## src/rtl/hub75_pkg.sv

```systemverilog
// Shared types and helpers for the HUB75 BCM scanner.
// Latency: n/a (types and pure functions only).
// Backpressure: n/a.
package hub75_pkg;

  // Scanner phase: fetch/shift a bit plane, latch it, then light it.
  typedef enum logic [1:0] {
    IDLE,
    SHIFT,
    LATCH,
    DISPLAY
  } state_t;

  // Widest colour depth the pixel helper accepts; pixels are zero-extended to this.
  localparam int MAX_DEPTH = 16;
  localparam int PX_W      = 3 * MAX_DEPTH;

  // Bits for a counter indexed by $clog2(n), never narrower than one bit.
  function automatic int cnt_width(input int n);
    return (n < 2) ? 1 : $clog2(n);
  endfunction

  // Pick bit 'plane' of each channel of a {R,G,B} pixel whose channels are
  // 'depth' bits wide. Returns {R,G,B}.
  function automatic logic [2:0] plane_bits(input logic [PX_W-1:0] px,
                                            input int depth,
                                            input int plane);
    logic r, g, b;
    r = |((px >> (2 * depth + plane)) & PX_W'(1));
    g = |((px >> (depth + plane)) & PX_W'(1));
    b = |((px >> plane) & PX_W'(1));
    return {r, g, b};
  endfunction

endpackage

```

## src/rtl/hub75_bcm_timer.sv

```systemverilog
// Loadable down-counter timing the lit period of one bit plane.
// Latency: load takes effect next cycle; done is high while the count sits at 0,
//   so a value L loaded the cycle before yields exactly L cycles up to and including done.
// Backpressure: none; free-runs down to zero and holds there.
// Ports: clk, rst (sync, active-low), load/load_val (start a period), done.
module hub75_bcm_timer #(
  parameter int W = 8
) (
  input  logic         clk,
  input  logic         rst,
  input  logic         load,
  input  logic [W-1:0] load_val,
  output logic         done
);

  logic [W-1:0] cnt;

  always_ff @(posedge clk) begin
    if (!rst) begin
      cnt <= '0;
    end else if (load) begin
      cnt <= load_val - W'(1);
    end else if (cnt != '0) begin
      cnt <= cnt - W'(1);
    end
  end

  assign done = (cnt == '0);

endmodule

```

## src/rtl/hub75_bcm_scanner.sv

```systemverilog
// HUB75 panel-chain scanner with binary-code-modulated colour depth.
// Latency: frame source read is 1 cycle; all panel outputs are registered.
// Backpressure: none; enable low parks the scanner in IDLE after the current row.
// Ports: clk, rst (sync, active-low), enable; col/row -> frame source, px1/px2 <- source;
//   sclk/lat/blank/disp_row/rgb1/rgb2 -> panel pins; frame_start marks row 0 / plane 0.
module hub75_bcm_scanner
  import hub75_pkg::*;
#(
  parameter int NUM_PANELS  = 4,
  parameter int PANEL_COLS  = 32,
  parameter int ROW_BITS    = 3,
  parameter int COLOR_DEPTH = 4,   // 1..MAX_DEPTH
  parameter int BASE_ON     = 8    // >= 1
) (
  input  logic                                   clk,
  input  logic                                   rst,
  input  logic                                   enable,
  output logic [$clog2(NUM_PANELS*PANEL_COLS)-1:0] col,
  output logic [ROW_BITS-1:0]                    row,
  input  logic [3*COLOR_DEPTH-1:0]               px1,
  input  logic [3*COLOR_DEPTH-1:0]               px2,
  output logic                                   sclk,
  output logic                                   lat,
  output logic                                   blank,
  output logic [ROW_BITS-1:0]                    disp_row,
  output logic [2:0]                             rgb1,
  output logic [2:0]                             rgb2,
  output logic                                   frame_start
);

  localparam int NUM_COLS  = NUM_PANELS * PANEL_COLS;
  localparam int COL_W     = $clog2(NUM_COLS);
  localparam int SHIFT_LEN = 2 * NUM_COLS + 2;
  localparam int SHIFT_W   = cnt_width(SHIFT_LEN);
  localparam int MAX_ON    = BASE_ON << (COLOR_DEPTH - 1);
  localparam int DISP_W    = cnt_width(MAX_ON) + 1;
  localparam int PLANE_W   = cnt_width(COLOR_DEPTH);

  localparam logic [SHIFT_W-1:0] SHIFT_LAST = SHIFT_W'(SHIFT_LEN - 1);
  localparam logic [SHIFT_W-1:0] LAST_FETCH = SHIFT_W'(2 * NUM_COLS - 1);
  localparam logic [SHIFT_W-1:0] LAST_RISE  = SHIFT_W'(2 * NUM_COLS);
  localparam logic [SHIFT_W-1:0] FIRST_RISE = SHIFT_W'(2);
  localparam logic [PLANE_W-1:0] PLANE_LAST = PLANE_W'(COLOR_DEPTH - 1);
  localparam logic [COL_W-1:0]   COL_LAST   = COL_W'(NUM_COLS - 1);

  state_t               state, state_nxt;
  logic [PLANE_W-1:0]   plane, plane_nxt;
  logic [ROW_BITS-1:0]  row_nxt;
  logic [SHIFT_W-1:0]   shift_cnt;
  logic [DISP_W-1:0]    on_time;
  logic                 timer_done;
  logic                 shift_entry;
  logic [PX_W-1:0]      px1_ext, px2_ext;

  assign px1_ext = PX_W'(px1);
  assign px2_ext = PX_W'(px2);
  assign on_time = DISP_W'(BASE_ON) << plane;

  hub75_bcm_timer #(
    .W (DISP_W)
  ) u_timer (
    .clk      (clk),
    .rst      (rst),
    .load     (state == LATCH),
    .load_val (on_time),
    .done     (timer_done)
  );

  // Next-state / scan-position logic. enable is only consulted in IDLE and
  // after the last plane of a row, so a row always gets its full colour depth
  // and a lit period is never cut short.
  always_comb begin
    state_nxt = state;
    plane_nxt = plane;
    row_nxt   = row;
    unique case (state)
      IDLE: begin
        if (enable) begin
          state_nxt = SHIFT;
          plane_nxt = '0;
          row_nxt   = '0;
        end
      end
      SHIFT: begin
        if (shift_cnt == SHIFT_LAST) state_nxt = LATCH;
      end
      LATCH: begin
        state_nxt = DISPLAY;
      end
      DISPLAY: begin
        if (timer_done) begin
          if (plane != PLANE_LAST) begin
            plane_nxt = plane + PLANE_W'(1);
            state_nxt = SHIFT;
          end else begin
            plane_nxt = '0;
            if (enable) begin
              row_nxt   = row + ROW_BITS'(1);
              state_nxt = SHIFT;
            end else begin
              // Stopping forgets the scan position: resuming begins a new frame.
              row_nxt   = '0;
              state_nxt = IDLE;
            end
          end
        end
      end
      default: state_nxt = IDLE;
    endcase
  end

  assign shift_entry = (state != SHIFT) && (state_nxt == SHIFT);

  always_ff @(posedge clk) begin
    if (!rst) begin
      state <= IDLE;
      plane <= '0;
    end else begin
      state <= state_nxt;
      plane <= plane_nxt;
    end
  end

  // Registered outputs. Control pins are derived from the next state so they
  // line up with the state they describe; blank drops only for DISPLAY.
  always_ff @(posedge clk) begin
    if (!rst) begin
      row         <= '0;
      col         <= '0;
      shift_cnt   <= '0;
      sclk        <= 1'b0;
      lat         <= 1'b0;
      blank       <= 1'b1;
      disp_row    <= '0;
      rgb1        <= '0;
      rgb2        <= '0;
      frame_start <= 1'b0;
    end else begin
      row         <= row_nxt;
      blank       <= (state_nxt != DISPLAY);
      lat         <= (state_nxt == LATCH);
      frame_start <= shift_entry && (row_nxt == '0) && (plane_nxt == '0);

      // The panel row select moves only while the panel is dark.
      if (state_nxt == LATCH) disp_row <= row_nxt;

      // Local shift timeline t counts from 0 at SHIFT entry.
      if ((state == SHIFT) && (state_nxt == SHIFT)) shift_cnt <= shift_cnt + SHIFT_W'(1);
      else                                          shift_cnt <= '0;

      // Column c is addressed for t=2c,2c+1 and parks on the last column.
      if (shift_entry) begin
        col <= '0;
      end else if ((state == SHIFT) && shift_cnt[0] && (col != COL_LAST)) begin
        col <= col + COL_W'(1);
      end

      // Pixel data arrives one cycle after its address: capture at the end of
      // t=2c+1 so the bit is on the pins for t=2c+2 and 2c+3.
      if ((state == SHIFT) && shift_cnt[0] && (shift_cnt <= LAST_FETCH)) begin
        rgb1 <= plane_bits(px1_ext, COLOR_DEPTH, int'(plane));
        rgb2 <= plane_bits(px2_ext, COLOR_DEPTH, int'(plane));
      end

      // Rising edge one cycle after the data changes: high at t=2c+3.
      sclk <= (state == SHIFT) && !shift_cnt[0] &&
              (shift_cnt >= FIRST_RISE) && (shift_cnt <= LAST_RISE);
    end
  end

endmodule

```

## config.mk

```make
export PLATFORM = sky130hd
export DESIGN_NAME = hub75_bcm_scanner
export DESIGN_NICKNAME = d
export VERILOG_FILES = /design/src/rtl/hub75_pkg.sv /design/src/rtl/hub75_bcm_timer.sv /design/src/rtl/hub75_bcm_scanner.sv
export SDC_FILE = /design/constraint.sdc
export NUM_CORES = 1
export LEC_CHECK = 0
export ABC_AREA = 1
export BUFFER_PORTS_ARGS = -buffer_cell sky130_fd_sc_hd__buf_4
export CORE_AREA = 3 3 96 98
export CTS_CLUSTER_SIZE = 10
export DETAILED_ROUTE_END_ITERATION = 6
export DIE_AREA = 0 0 99 101
export PLACE_DENSITY = 0.51
export SLEW_MARGIN = 10
export SYNTH_ARGS = -nofsm -noshare
export SYNTH_HDL_FRONTEND = slang
export SYNTH_SLANG_ARGS = --single-unit
```

## constraint.sdc

```tcl
create_clock -name clk -period 1.6 [get_ports clk]
set_input_delay 0.16 -clock clk [delete_from_list [all_inputs] [get_ports clk]]
set_output_delay 0.16 -clock clk [all_outputs]
set_load 0.05 [all_outputs]
```

# After elaboration in Yosys (flattened, before gate mapping)
# Cells that the tools add are included.
# word_totals
output_inout_bits	23
input_bits	27
wordCells	78
regBits	43
# op_classes
shifts	7
reduce_logical	19
add_sub_neg	8
mux	17
n_bitwise	1
eq_ne	10
magnitude_cmp	3
# op_table
cell	n
12-bit by 32-bit >> shifter with 1-bit output	2
12-bit by 2-bit >> shifter with 1-bit output	2
7-bit two-way mux	2
7-bit by 1-bit subtractor with 7-bit output (second input constant)	2
2-bit two-way mux	6
3-bit two-way mux	4
12-bit by 4-bit >> shifter with 1-bit output	1
12-bit by 5-bit >> shifter with 1-bit output	1
1-bit logical AND	10
9-bit by 1-bit adder with 9-bit output (second input constant)	1
9-bit equality test (second input constant)	1
9-bit by 2-bit greater-or-equal comparator with 1-bit output (second input constant)	1
9-bit by 8-bit <= comparator with 1-bit output (second input constant)	1
9-bit <= comparator (second input constant)	1
2-bit case mux with 4 select lines	1
7-bit by 1-bit adder with 7-bit output (second input constant)	1
7-bit logical NOT	1
7-bit inequality test (second input constant)	1
7-bit nonzero test	1
4-bit by 2-bit << shifter with 7-bit output (first input constant)	1
2-bit equality test (second input constant)	3
3-bit case mux with 2 select lines	1
4-bit by 2-bit adder with 5-bit output (first input constant)	1
3-bit by 2-bit adder with 4-bit output (first input constant)	1
other kinds (14)	18

# Logic depth before layout (Yosys ltp)
# Gate-level depths: netlist (run 1).
# logic_depth
depth_word	8
depth_mapped	12
depth_no_buf	12

# Modules after synthesis
# Synthesis (run 1) repeated with hierarchy kept, for this count alone.
# hier_totals
hier_cells	375
hier_area_um2	2566.2
# by_module_without_submodules
mod	seq_area_each_um2	instances	cells_each	area_each_um2
hub75_bcm_scanner	720.7	1	294	2035.7
hub75_bcm_timer	140.1	1	81	530.5

# Worst setup path before layout (run 1)
# OpenSTA, ideal clock, no wires.
# synth_timing
kind	reg2reg
startpoint	register col[0]
endpoint	register col[2]
synth_period_minus_slack_ns	1.806
path_slack_ns	-0.206
t_required_ns	1.535
arrival_ns	1.741
path_stages_with_launch	11
setup_ns	0.065
n_path_buf	0
cell_sequence	dfxtp_1 ha_1 nand3_1 nor2_1 nand2_1 nand2_1 inv_1 nand2_1 xnor2_1 inv_1 nor2_1
# synth_via
elab_chain_len	2
elab_cells_between_ends	3
classes_between	1 x add/sub; 1 x eq/ne; 1 x reduce/logical
# synth_lines
item	line	source
start, declared	hub75_bcm_scanner.sv:18	output logic [$clog2(NUM_PANELS*PANEL_COLS)-1:0] col,
start signal, assigned	hub75_bcm_scanner.sv:155	col <= col + COL_W'(1);
branches (longest 2 deep; another with 7-bit by 1-bit adder with 7-bit output)	--	
# Several ways; the timed one is not identified.
# A chain may end at the register's enable or synchronous reset.

# Worst setup path in the final report (run 1)
# layout_timing
startpoint	register shift_cnt[1]
endpoint	register shift_cnt[1]
# layout_via
elab_chain_len	6
elab_cells_between_ends	7
classes_between	1 x add/sub; 2 x eq/ne; 2 x mux; 2 x reduce/logical
# layout_lines
item	line	source
start, declared	hub75_bcm_scanner.sv:49	logic [SHIFT_W-1:0] shift_cnt;
start signal, assigned	hub75_bcm_scanner.sv:148	if ((state == SHIFT) && (state_nxt == SHIFT)) shift_cnt <= shift_cnt + SHIFT_W'(1);
9-bit equality test	hub75_bcm_scanner.sv:85	if (shift_cnt == SHIFT_LAST) state_nxt = LATCH;
2-bit two-way mux	hub75_bcm_scanner.sv:85	
2-bit case mux with 4 select lines	hub75_bcm_scanner.sv:76	unique case (state)
2-bit by 1-bit equality test with 1-bit output	hub75_bcm_scanner.sv:148	
1-bit logical AND	hub75_bcm_scanner.sv:148	
2-bit AND reduction (no source line)	--	
# Parallel ways exist; a longest one is shown, timed or not.

==> metrics.md, run 1 <==
| Metric | Value |
|---|---|
| Die X | `99 um` |
| Vias in the first global route | `2470` |
| Status | `finished, violations left` |
| Leak | `1.72 nW` |
| Commonest cells after routing, fill and taps aside | `buf_4, nand2_1, nor2_1` |
| Top FF cell, synth | `dfxtp_1` |
| Post-Syn Instances | `367` |
| Finished layout cell area | `3770 um^2` |
| Filler cells | `859` |
| Power per cell area | `1430 nW/um^2` |
| Clock buffer count from CTS | `5` |
| Wire per inst | `12.0 um` |
| RSZ-0062 raised after global routing | `true` |
| Post-Synth Adder-Cell Area | `7.53%` |
| CP most frequent cell | `nand2_2` |
| Post-layout power | `5.40 mW` |
| Number of synthesized flops with an enable pin | `0` |
| Largest net degree at the start of global routing | `15` |
| Final max-slew violation count | `0` |
| WL final | `6930 um` |
| Worst Tran Pin Value | `343 ps` |
| DR vias/cell | `4.53` |
| Peak VDD IR | `0.000642 V` |
| CP delay by family, top | `simple AND/OR/NAND/NOR gates` |
| Logic pwr share | `58.0%` |
| Final setup fails | `3` |
| HPWL after detailed placement | `5030 um` |
| Sw frac | `42.9%` |
| YS warnings | `0` |
| Worst setup path class | `reg2reg` |
| Final critical-path required period | `1630 ps` |
| First-pass GRT wire length | `11300 um` |
| CTS H-tree depth | `2` |
| Nets | `510` |
| Worst rel slew slack | `77.1%` |
| Initial antenna violation count | `0` |
| Placed instance area | `3260 um^2` |
| XOR/XNOR Fraction of Synth Area | `4.57%` |
| Remaining DRCs | `0` |
| Internal | `3.08 mW` |
| Hold Crit Class | `in2reg` |
| Post-Synth Simple-Gate Area | `32.9%` |
| DR pass1 iterations | `4` |
| Post-CTS Hold Fix Bufs | `0` |
| Max stage delay on crit path | `390 ps` |
| Clock tree buffer depth | `2` |
| Initial Util | `29.2%` |
| Die H | `101 um` |
| Post-synthesis sequential area ratio | `34.5%` |
| Vias post-DR | `2615` |
| Ant diodes | `0` |
| Worst-path clk slew | `90 ps` |
| TritonCTS clock tree | `done` |
| Failing checks | `setup timing` |
| Worst-skew pair later-pin latency | `300 ps` |
| Mux share of post-synthesis cell area | `0%` |
| Commonest non-fill, non-tap cell in the layout | `buf_4` |
| Arr. time, crit path | `1870 ps` |
| FP Rows | `34` |
| Buf/Inv on CP | `2` |
| Area of the core | `8550 um^2` |
| Die ar. | `10000 um^2` |
| Sequential share of power | `25.8%` |
| Synthesized Nets | `409` |
| Post-synthesis register bit count | `43` |
| Crit path max-delay cell type | `dfxtp_4` |
| Port Buffers | `49` |
| Synth Area in Compound Gates | `10.8%` |
| Sink Count | `43` |
| Starting DRT DRC Count | `72` |
| Share of cells above drive strength 1 | `42.0%` |
| P_sw | `2.32 mW` |
| Clk pwr share | `16.2%` |
| Async S/R FF share, synth | `0%` |
| Clk_skew | `6.91 ps` |
| Grt ovf | `0` |
| Mean Syn Cell Area | `6.79 um^2` |
| CTS Root Cell | `clkbuf_8` |
| Hold WS | `205 ps` |
| Routed Antenna Nets | `0` |
| Layout area overhead | `51.1%` |
| FF-to-FF setup slack | `-30 ps` |
| Multi-input logic area | `1680 um^2` |
| CP Launch Type | `flop` |
| Seq. cell area | `885 um^2` |
| Max Clk Rate | `615 MHz` |
| Max Cap Viol | `0` |
| Largest family of logic cells by synthesized area | `simple AND/OR/NAND/NOR gates` |
| IO Count | `50` |
| Final Cycle Share | `102%` |
| Unique masters post-synth | `32` |
| Worst path cell trace | `inv_4 > ha_4 > nand2_2 > nor2_1 > nand2_1 > nand2_2 > nand2_2 > a21oi_4 > buf_6 > nor2_4 > nand3_4 > nor2_2` |
| GRT Total Usage | `13.7%` |
| Min setup slack post-route | `-25.8 ps` |
| Synthesized area | `2490 um^2` |
| Placer Congestion | `0.824` |
| Max FO, Critical Path | `5` |
| Final Hold Viols | `0` |
| Req. time, crit path | `1840 ps` |
| Setup TNS | `-52.1 ps` |
| Worst setup EP type | `flop` |
-- cell type report --
type	count	area share (%)
clock buffers	5	1.83
inverters	55	5.75
flip-flops and latches	43	23.5
multi-input cells	265	44.5
repair buffers	98	19.7
clock inverters	3	1.16
well taps	108	3.59
-- per-layer routing --
metal  global-route usage [%]  up-vias  share of wire [%]
met3                     2.84        6                5.5
met1                     18.4     1174                 47
met4                     3.57        0               0.98
met2                     22.5       61                 47
met5                        0        -                  0
li1                         -     1374                  -
-- cell families after synthesis --
logic type | after synthesis
flops | 43
buf+inv | 61
xor+xnor | 13
compound gates | 48
simple gates | 187
fa+ha+maj | 15
-- through the flow --
step	cells	setup WS, ps	utilization [%]
3_3_place_gp	555	-152	38.1
5_1_grt	577	-121	44.1
2_1_floorplan	367	-1.84	-
3_5_place_dp	555	-142	38.1
6_report	577	-25.8	44.1
4_1_cts	568	-13.9	40.7
-- worst reg2reg max path: cells and delay by family, from the launching register on --
family	cells	cell delay [ps]
AO/OA/AOI/OAI	1	80
adder cells (fa/ha/maj)	1	160
flip-flops	1	390
buffers and inverters	2	170
AND/OR/NAND/NOR	8	790
-- cells in the mapped netlist (2+ instances only) --
master	instances	area [um^2]
nand2_2	7	43.8
a21oi_1	15	75.1
clkbuf_1	2	7.51
nand2_1	66	248
nor3_1	6	30.0
dfxtp_1	43	861
o21ai_0	20	100
nand4_1	4	25.0
xor2_1	7	61.3
nor2_2	6	37.5
ha_1	15	188
inv_1	53	199
xnor2_1	6	52.6
o22ai_1	6	37.5
inv_2	2	7.51
nor2_1	65	244
nand3_1	29	145
-- timing repair --
action,4_1_cts,5_1_grt
setup buffers,4,8
setup endpoints to repair,30,32
hold endpoints to repair,0,0
resized for setup,22,69
pin swaps,8,24
cloned,1,1
-- final timing paths --
check	from	endpoint	depth (start not counted)
min	rst	disp_row[1]$_SDFFE_PN0P_	3
max reg2reg	shift_cnt[1]$_SDFF_PN0_	shift_cnt[1]$_SDFF_PN0_	12
max	shift_cnt[1]$_SDFF_PN0_	shift_cnt[1]$_SDFF_PN0_	12
min reg2reg	rgb2[0]$_SDFFE_PN0P_	rgb2[0]$_SDFFE_PN0P_	2
-- power groups by stage --
| stage | clock network [mW] | logic [mW] | registers (mW) |
|---|---|---|---|
| final | 0.876 | 3.13 | 1.39 |
| after global routing | 0.957 | 3.44 | 1.42 |
| after detailed placement | 0 | 2.31 | 1.36 |
| after global placement | 0 | 2.30 | 1.36 |
| after CTS | 0.898 | 2.50 | 1.36 |
| after floorplan | 0 | 1.31 | 1.53 |
-- state kept, by name, summed over array words and instances, names as in the netlist, 2 cells and up --
register and count:
row 3, shift_cnt 9, disp_row 3, state 2, plane 2, rgb1 3, rgb2 3, col 7
u_timer.cnt 7
Note: power is estimated with default switching activity, not from simulation.
==> run 2, diff against run 1 <==
Settings changed: CORE_AREA 3 3 96 98 to 3 3 97 99, DIE_AREA 0 0 99 101 to 0 0 100 102, PLACE_DENSITY 0.51 to 0.52, SYNTH_HIERARCHICAL from default to 1.
==> metrics.md, run 2 <==
| Metric | Value |
|---|---|
| Post-synthesis register bit count | `43` |
| Leak | `1.76 nW` |
| Post-synthesis sequential area ratio | `33.5%` |
| HPWL after detailed placement | `5050 um` |
| Seq. cell area | `878 um^2` |
| Post-Synth Adder-Cell Area | `7.31%` |
| Leading registers by flop count | `shift_cnt (9), col (7), u_timer/cnt (7)` |
| Clock tree buffer depth | `2` |
| Layout area overhead | `49.6%` |
| Grt ovf | `0` |
| Count leader, synth | `nand2_1` |
| Critical path launch point | `u_timer/cnt[3]$_SDFFE_PN0P_` |
| Largest cells by area after synthesis | `dfxtp_1, nand2_1, nor2_1, inv_1, ha_1` |
| Wire per inst | `11.2 um` |
| Port Buffers | `49` |
| First-pass GRT wire length | `11200 um` |
| IO Count | `50` |
| Worst-skew pair later-pin latency | `300 ps` |
| Post-layout power | `3.38 mW` |
| Final Cycle Share | `108%` |
| Power per cell area | `881 nW/um^2` |
| Reg2Reg Launch Point | `u_timer/cnt[3]$_SDFFE_PN0P_` |
| CP Launch Type | `flop` |
| GRT Total Usage | `13.5%` |
| Largest net degree at the start of global routing | `16` |
| Max Cap Viol | `0` |
| Yosys top cell by area | `dfxtp_1` |
| Max Clk Rate | `579 MHz` |
| DR vias/cell | `4.39` |
| Most flop-heavy register | `shift_cnt` |
| Final Hold Viols | `0` |
| Die X | `100 um` |
| Vias post-DR | `2618` |
| Arr. time, crit path | `1970 ps` |
| DR pass1 iterations | `4` |
| Min setup slack post-route | `-128 ps` |
| Final max-slew violation count | `0` |
| Async S/R FF share, synth | `0%` |
| Req. time, crit path | `1840 ps` |
| Nets | `530` |
| CTS H-tree depth | `2` |
| Starting DRT DRC Count | `91` |
| Vias in the first global route | `2454` |
| Max reg flops | `9` |
| Area of the core | `8640 um^2` |
| Initial Util | `29.7%` |
| Share of cells above drive strength 1 | `41.5%` |
| Worst setup path class | `reg2reg` |
| Synthesized area | `2570 um^2` |
| Unique masters post-synth | `32` |
| Min-delay src | `rst` |
| Placer Congestion | `0.866` |
| Die H | `102 um` |
| Initial antenna violation count | `0` |
| Top FF cell, synth | `dfxtp_1` |
| Remaining DRCs | `0` |
| Status | `finished, violations left` |
| Multi-input logic area | `1650 um^2` |
| Largest family of logic cells by synthesized area | `simple AND/OR/NAND/NOR gates` |
| Commonest non-fill, non-tap cell in the layout | `buf_4` |
| Routed Antenna Nets | `0` |
| RSZ-0062 raised after global routing | `true` |
| Mux share of post-synthesis cell area | `0%` |
| FP Rows | `34` |
| Peak VDD IR | `0.000319 V` |
| Post-synth top area share | `33.5%` |
| Mean Syn Cell Area | `6.84 um^2` |
| XOR/XNOR Fraction of Synth Area | `3.75%` |
| Worst setup EP type | `flop` |
| Hold Crit Class | `in2reg` |
| Post-Syn Instances | `375` |
| CTS Root Cell | `clkbuf_8` |
| Clock buffer count from CTS | `5` |
| Sink Count | `43` |
| Clk_skew | `4.00 ps` |
| Post-Synth Simple-Gate Area | `35.0%` |
| Placed instance area | `3490 um^2` |
| Final critical-path required period | `1730 ps` |
| Worst-path clk slew | `90 ps` |
| Post-CTS Hold Fix Bufs | `0` |
| Final setup fails | `28` |
| Commonest cells post-synth | `nand2_1, nor2_1, inv_1` |
| YS warnings | `6` |
| Die ar. | `10200 um^2` |
| Number of synthesized flops with an enable pin | `0` |
| WL final | `6690 um` |
| Synth Area in Compound Gates | `10.1%` |
| TritonCTS clock tree | `done` |
| Ant diodes | `0` |
| Finished layout cell area | `3840 um^2` |
| Filler cells | `890` |
| Commonest cells after routing, fill and taps aside | `buf_4, nand2_1, nor2_1` |
| Max FO, Critical Path | `5` |
| Failing checks | `setup timing` |
-- run 2: cell count changes after synthesis, moves of 4 or more --
| cell | previous run | this run |
|---|---|---|
| nor2_1 | 65 | 61 |
| nand3_1 | 29 | 22 |
| nand2_1 | 66 | 79 |
| nand2_4 | 0 | 5 |
-- run 2: final timing paths --
path,endpoint,slack [ps],cells after the start
hold reg to reg,rgb1[2]$_SDFFE_PN0P_,470,2
hold / removal,row[1]$_SDFF_PN0_,190,3
setup reg to reg,shift_cnt[1]$_SDFF_PN0_,-130,14
setup / recovery,shift_cnt[1]$_SDFF_PN0_,-130,14
-- run 2: cell families (layout without fill, tap and decap cells) --
kind of cell | count (synthesis) | in the layout
compound gates | 46 | 46
xor+xnor | 11 | 11
fa+ha+maj | 15 | 15
buf+inv | 64 | 174
flops | 43 | 43
other cells | 1 | 4
simple gates | 195 | 196
-- run 2: cell type report --
class,count,share of cell area (%)
Multi-Input combinational cell,272,42.9
Sequential cell,43,22.9
Timing Repair Buffer,108,22.5
Inverter,58,5.93
Tap cell,108,3.52
Clock buffer,5,1.79
Clock inverter,3,0.522
-- run 2: per-stage QoR --
stage | utilization, % | setup TNS [ps] | std cells | setup WS, ps | hold WS, ps
2_1_floorplan | - | 0 | 378 | 5.34 | 320
3_3_place_gp | 40.4 | -2020 | 578 | -135 | 454
3_5_place_dp | 40.4 | -2310 | 578 | -159 | 459
4_1_cts | 42.8 | -913 | 592 | -84.6 | 178
5_1_grt | 44.5 | -7180 | 597 | -318 | 200
6_report | 44.5 | -1630 | 597 | -128 | 192
-- run 2: timing repair --
item,4_1_cts,5_1_grt
resized for setup,28,30
pin swaps,15,15
cloned,1,0
setup endpoints to repair,30,38
buffers inserted,5,5
-- run 2: layer usage --
metal	global-route usage, %	up-vias	wire [um]
li1	-	1398	-
met1	17.6	1148	3050
met2	22.1	60	3060
met3	3.21	12	440
met4	4.35	0	133
met5	0	-	0
-- run 2: where the power goes --
group / switching, mW / internal [mW] / total, mW / leakage, nW
Clock: 0.406 / 0.304 / 0.710 / 0.0402
Sequential: 0.0475 / 1.17 / 1.22 / 0.354
Combinational: 0.762 / 0.688 / 1.45 / 1.37
Total: 1.22 / 2.17 / 3.38 / 1.76
-- run 2: worst max-delay path, stage by stage, from the launching register on --
cell and delay (ps):
dfxtp_2 340, nor2_2 100, nand3_1 70, nor2_1 100, buf_4 140, inv_4 40
nand2_2 50, nand3_2 60, nand2_1 60, nand2_1 60, o21ai_2 90, inv_2 100
nor2_4 190, nand3_4 160, nor2_4 110
==> run 3, diff against run 2 <==
Settings changed: MAX_ROUTING_LAYER from default to met4.
==> metrics.md, run 3 (synthesized netlist as in run 2, its figures left out) <==
| Metric | Value |
|---|---|
| GRT Total Usage | `13.9%` |
| M1 wire length | `3090 um` |
| Max FO, Critical Path | `5` |
| Port Buffers | `49` |
| Wire per inst | `11.2 um` |
| Met2 wire length | `3090 um` |
| DR vias/cell | `4.38` |
| Die H | `102 um` |
| Commonest non-fill, non-tap cell in the layout | `buf_4` |
| Peak VDD IR | `0.000319 V` |
| Vias in the first global route | `2454` |
| Worst-path clk slew | `90 ps` |
| FP Rows | `34` |
| Top layer in use | `met4` |
| Max stage delay on crit path | `340 ps` |
| Clock tree buffer depth | `2` |
| Nets | `530` |
| Min setup slack post-route | `-128 ps` |
| Worst-skew pair later-pin latency | `300 ps` |
| Arr. time, crit path | `1970 ps` |
| Die X | `100 um` |
| Clock buffer count from CTS | `5` |
| Final setup fails | `28` |
| RSZ-0062 raised after global routing | `true` |
| Worst setup path class | `reg2reg` |
| Max Cap Viol | `0` |
| Routed Antenna Nets | `0` |
| Remaining DRCs | `0` |
| Area of the core | `8640 um^2` |
| Failing checks | `setup timing` |
| Filler cells | `890` |
| Final Cycle Share | `108%` |
| Worst path cell trace | `nor2_2 > nand3_1 > nor2_1 > buf_4 > inv_4 > nand2_2 > nand3_2 > nand2_1 > nand2_1 > o21ai_2 > inv_2 > nor2_4 > nand3_4 > nor2_4` |
| CTS Root Cell | `clkbuf_8` |
| Layout area overhead | `49.6%` |
| Post-CTS Hold Fix Bufs | `0` |
| Sequential share of power | `36.1%` |
| First-pass GRT wire length | `11200 um` |
| Final max-slew violation count | `0` |
| TritonCTS clock tree | `done` |
| Clk_skew | `4.22 ps` |
| CP delay by family, top | `simple AND/OR/NAND/NOR gates` |
| Status | `finished, violations left` |
| Vias post-DR | `2615` |
| Worst setup EP type | `flop` |
| DR pass1 iterations | `4` |
| Largest net degree at the start of global routing | `16` |
| Leading registers by flop count | `shift_cnt (9), col (7), u_timer/cnt (7)` |
| Leak | `1.76 nW` |
| Met3 wire length | `399 um` |
| Placer Congestion | `0.880` |
| Req. time, crit path | `1840 ps` |
| Buf/Inv on CP | `3` |
| Ant diodes | `0` |
| Final Hold Viols | `0` |
| Max reg flops | `9` |
| Max Clk Rate | `579 MHz` |
| Final critical-path required period | `1730 ps` |
| Die ar. | `10200 um^2` |
| Power per cell area | `882 nW/um^2` |
| Share of cells above drive strength 1 | `41.5%` |
| CTS H-tree depth | `2` |
| Commonest cells after routing, fill and taps aside | `buf_4, nand2_1, nor2_1` |
| Clk pwr share | `21.0%` |
| Starting DRT DRC Count | `88` |
| Initial Util | `29.7%` |
| HPWL after detailed placement | `5050 um` |
| Sink Count | `43` |
| Grt ovf | `0` |
| Sw frac | `36.0%` |
| Crit path max-delay cell type | `dfxtp_2` |
| Most flop-heavy register | `shift_cnt` |
| Logic pwr share | `42.9%` |
| Util after Layout | `44.5%` |
| IO Count | `50` |
| Hold Crit Class | `in2reg` |
| Internal | `2.17 mW` |
| CP Launch Type | `flop` |
| P_sw | `1.22 mW` |
| Post-layout power | `3.38 mW` |
| Initial antenna violation count | `0` |
| WL final | `6700 um` |
-- run 3: repair_timing --
item                                    in CTS  in global routing
setup buffers                                5                  5
gates cloned                                 1                  0
gates resized for setup                     28                 30
pin swaps                                   15                 15
endpoints found under the setup margin      30                 38
-- run 3: through the flow --
step	hold WS [ps]	area (um^2)	cells	setup TNS [ps]	setup slack, ps
after floorplan	320	2620	378	0	5.34
after global placement	454	3490	578	-2020	-135
after detailed placement	459	3490	578	-2310	-159
after CTS	178	3700	592	-913	-84.6
after global routing	200	3840	597	-7180	-318
final	193	3840	597	-1670	-128
-- run 3: metal layers --
layer	track usage [%]	up-vias
met5	-	-
met4	4.35	0
met3	3.00	9
met2	22.1	58
met1	17.7	1150
li1	-	1398
-- run 3: worst paths after layout --
check	slack [ps]	cells past startpoint	to	start
hold / removal	190	3	row[1]$_SDFF_PN0_	rst
setup / recovery	-130	14	shift_cnt[1]$_SDFF_PN0_	u_timer/cnt[3]$_SDFFE_PN0P_
hold reg to reg	470	2	rgb1[2]$_SDFFE_PN0P_	rgb1[2]$_SDFFE_PN0P_
setup reg to reg	-130	14	shift_cnt[1]$_SDFF_PN0_	u_timer/cnt[3]$_SDFFE_PN0P_
-- run 3: power groups by stage --
stage          Combinational, mW  Clock, mW  Sequential [mW]
4_1_cts                     1.40      0.752             1.22
3_3_place_gp                1.28          0             1.23
6_report                    1.45      0.711             1.22
3_5_place_dp                1.28          0             1.23
2_1_floorplan              0.767          0             1.27
5_1_grt                     1.63      0.784             1.23
-- run 3: final cells by class --
cell class	instances	area [um^2]	share of cell area (%)
flip-flops and latches	43	878	22.9
repair buffers	108	863	22.5
clock inverters	3	20.0	0.522
multi-input cells	272	1650	42.9
inverters	58	228	5.93
well taps	108	135	3.52
clock buffers	5	68.8	1.79
-- run 3: worst reg2reg max path: stages, from the launching register on --
cell	delay [ps]
dfxtp_2	340
nor2_2	100
nand3_1	70
nor2_1	100
buf_4	140
inv_4	40
nand2_2	50
nand3_2	60
nand2_1	60
nand2_1	60
o21ai_2	90
inv_2	100
nor2_4	180
nand3_4	160
nor2_4	110
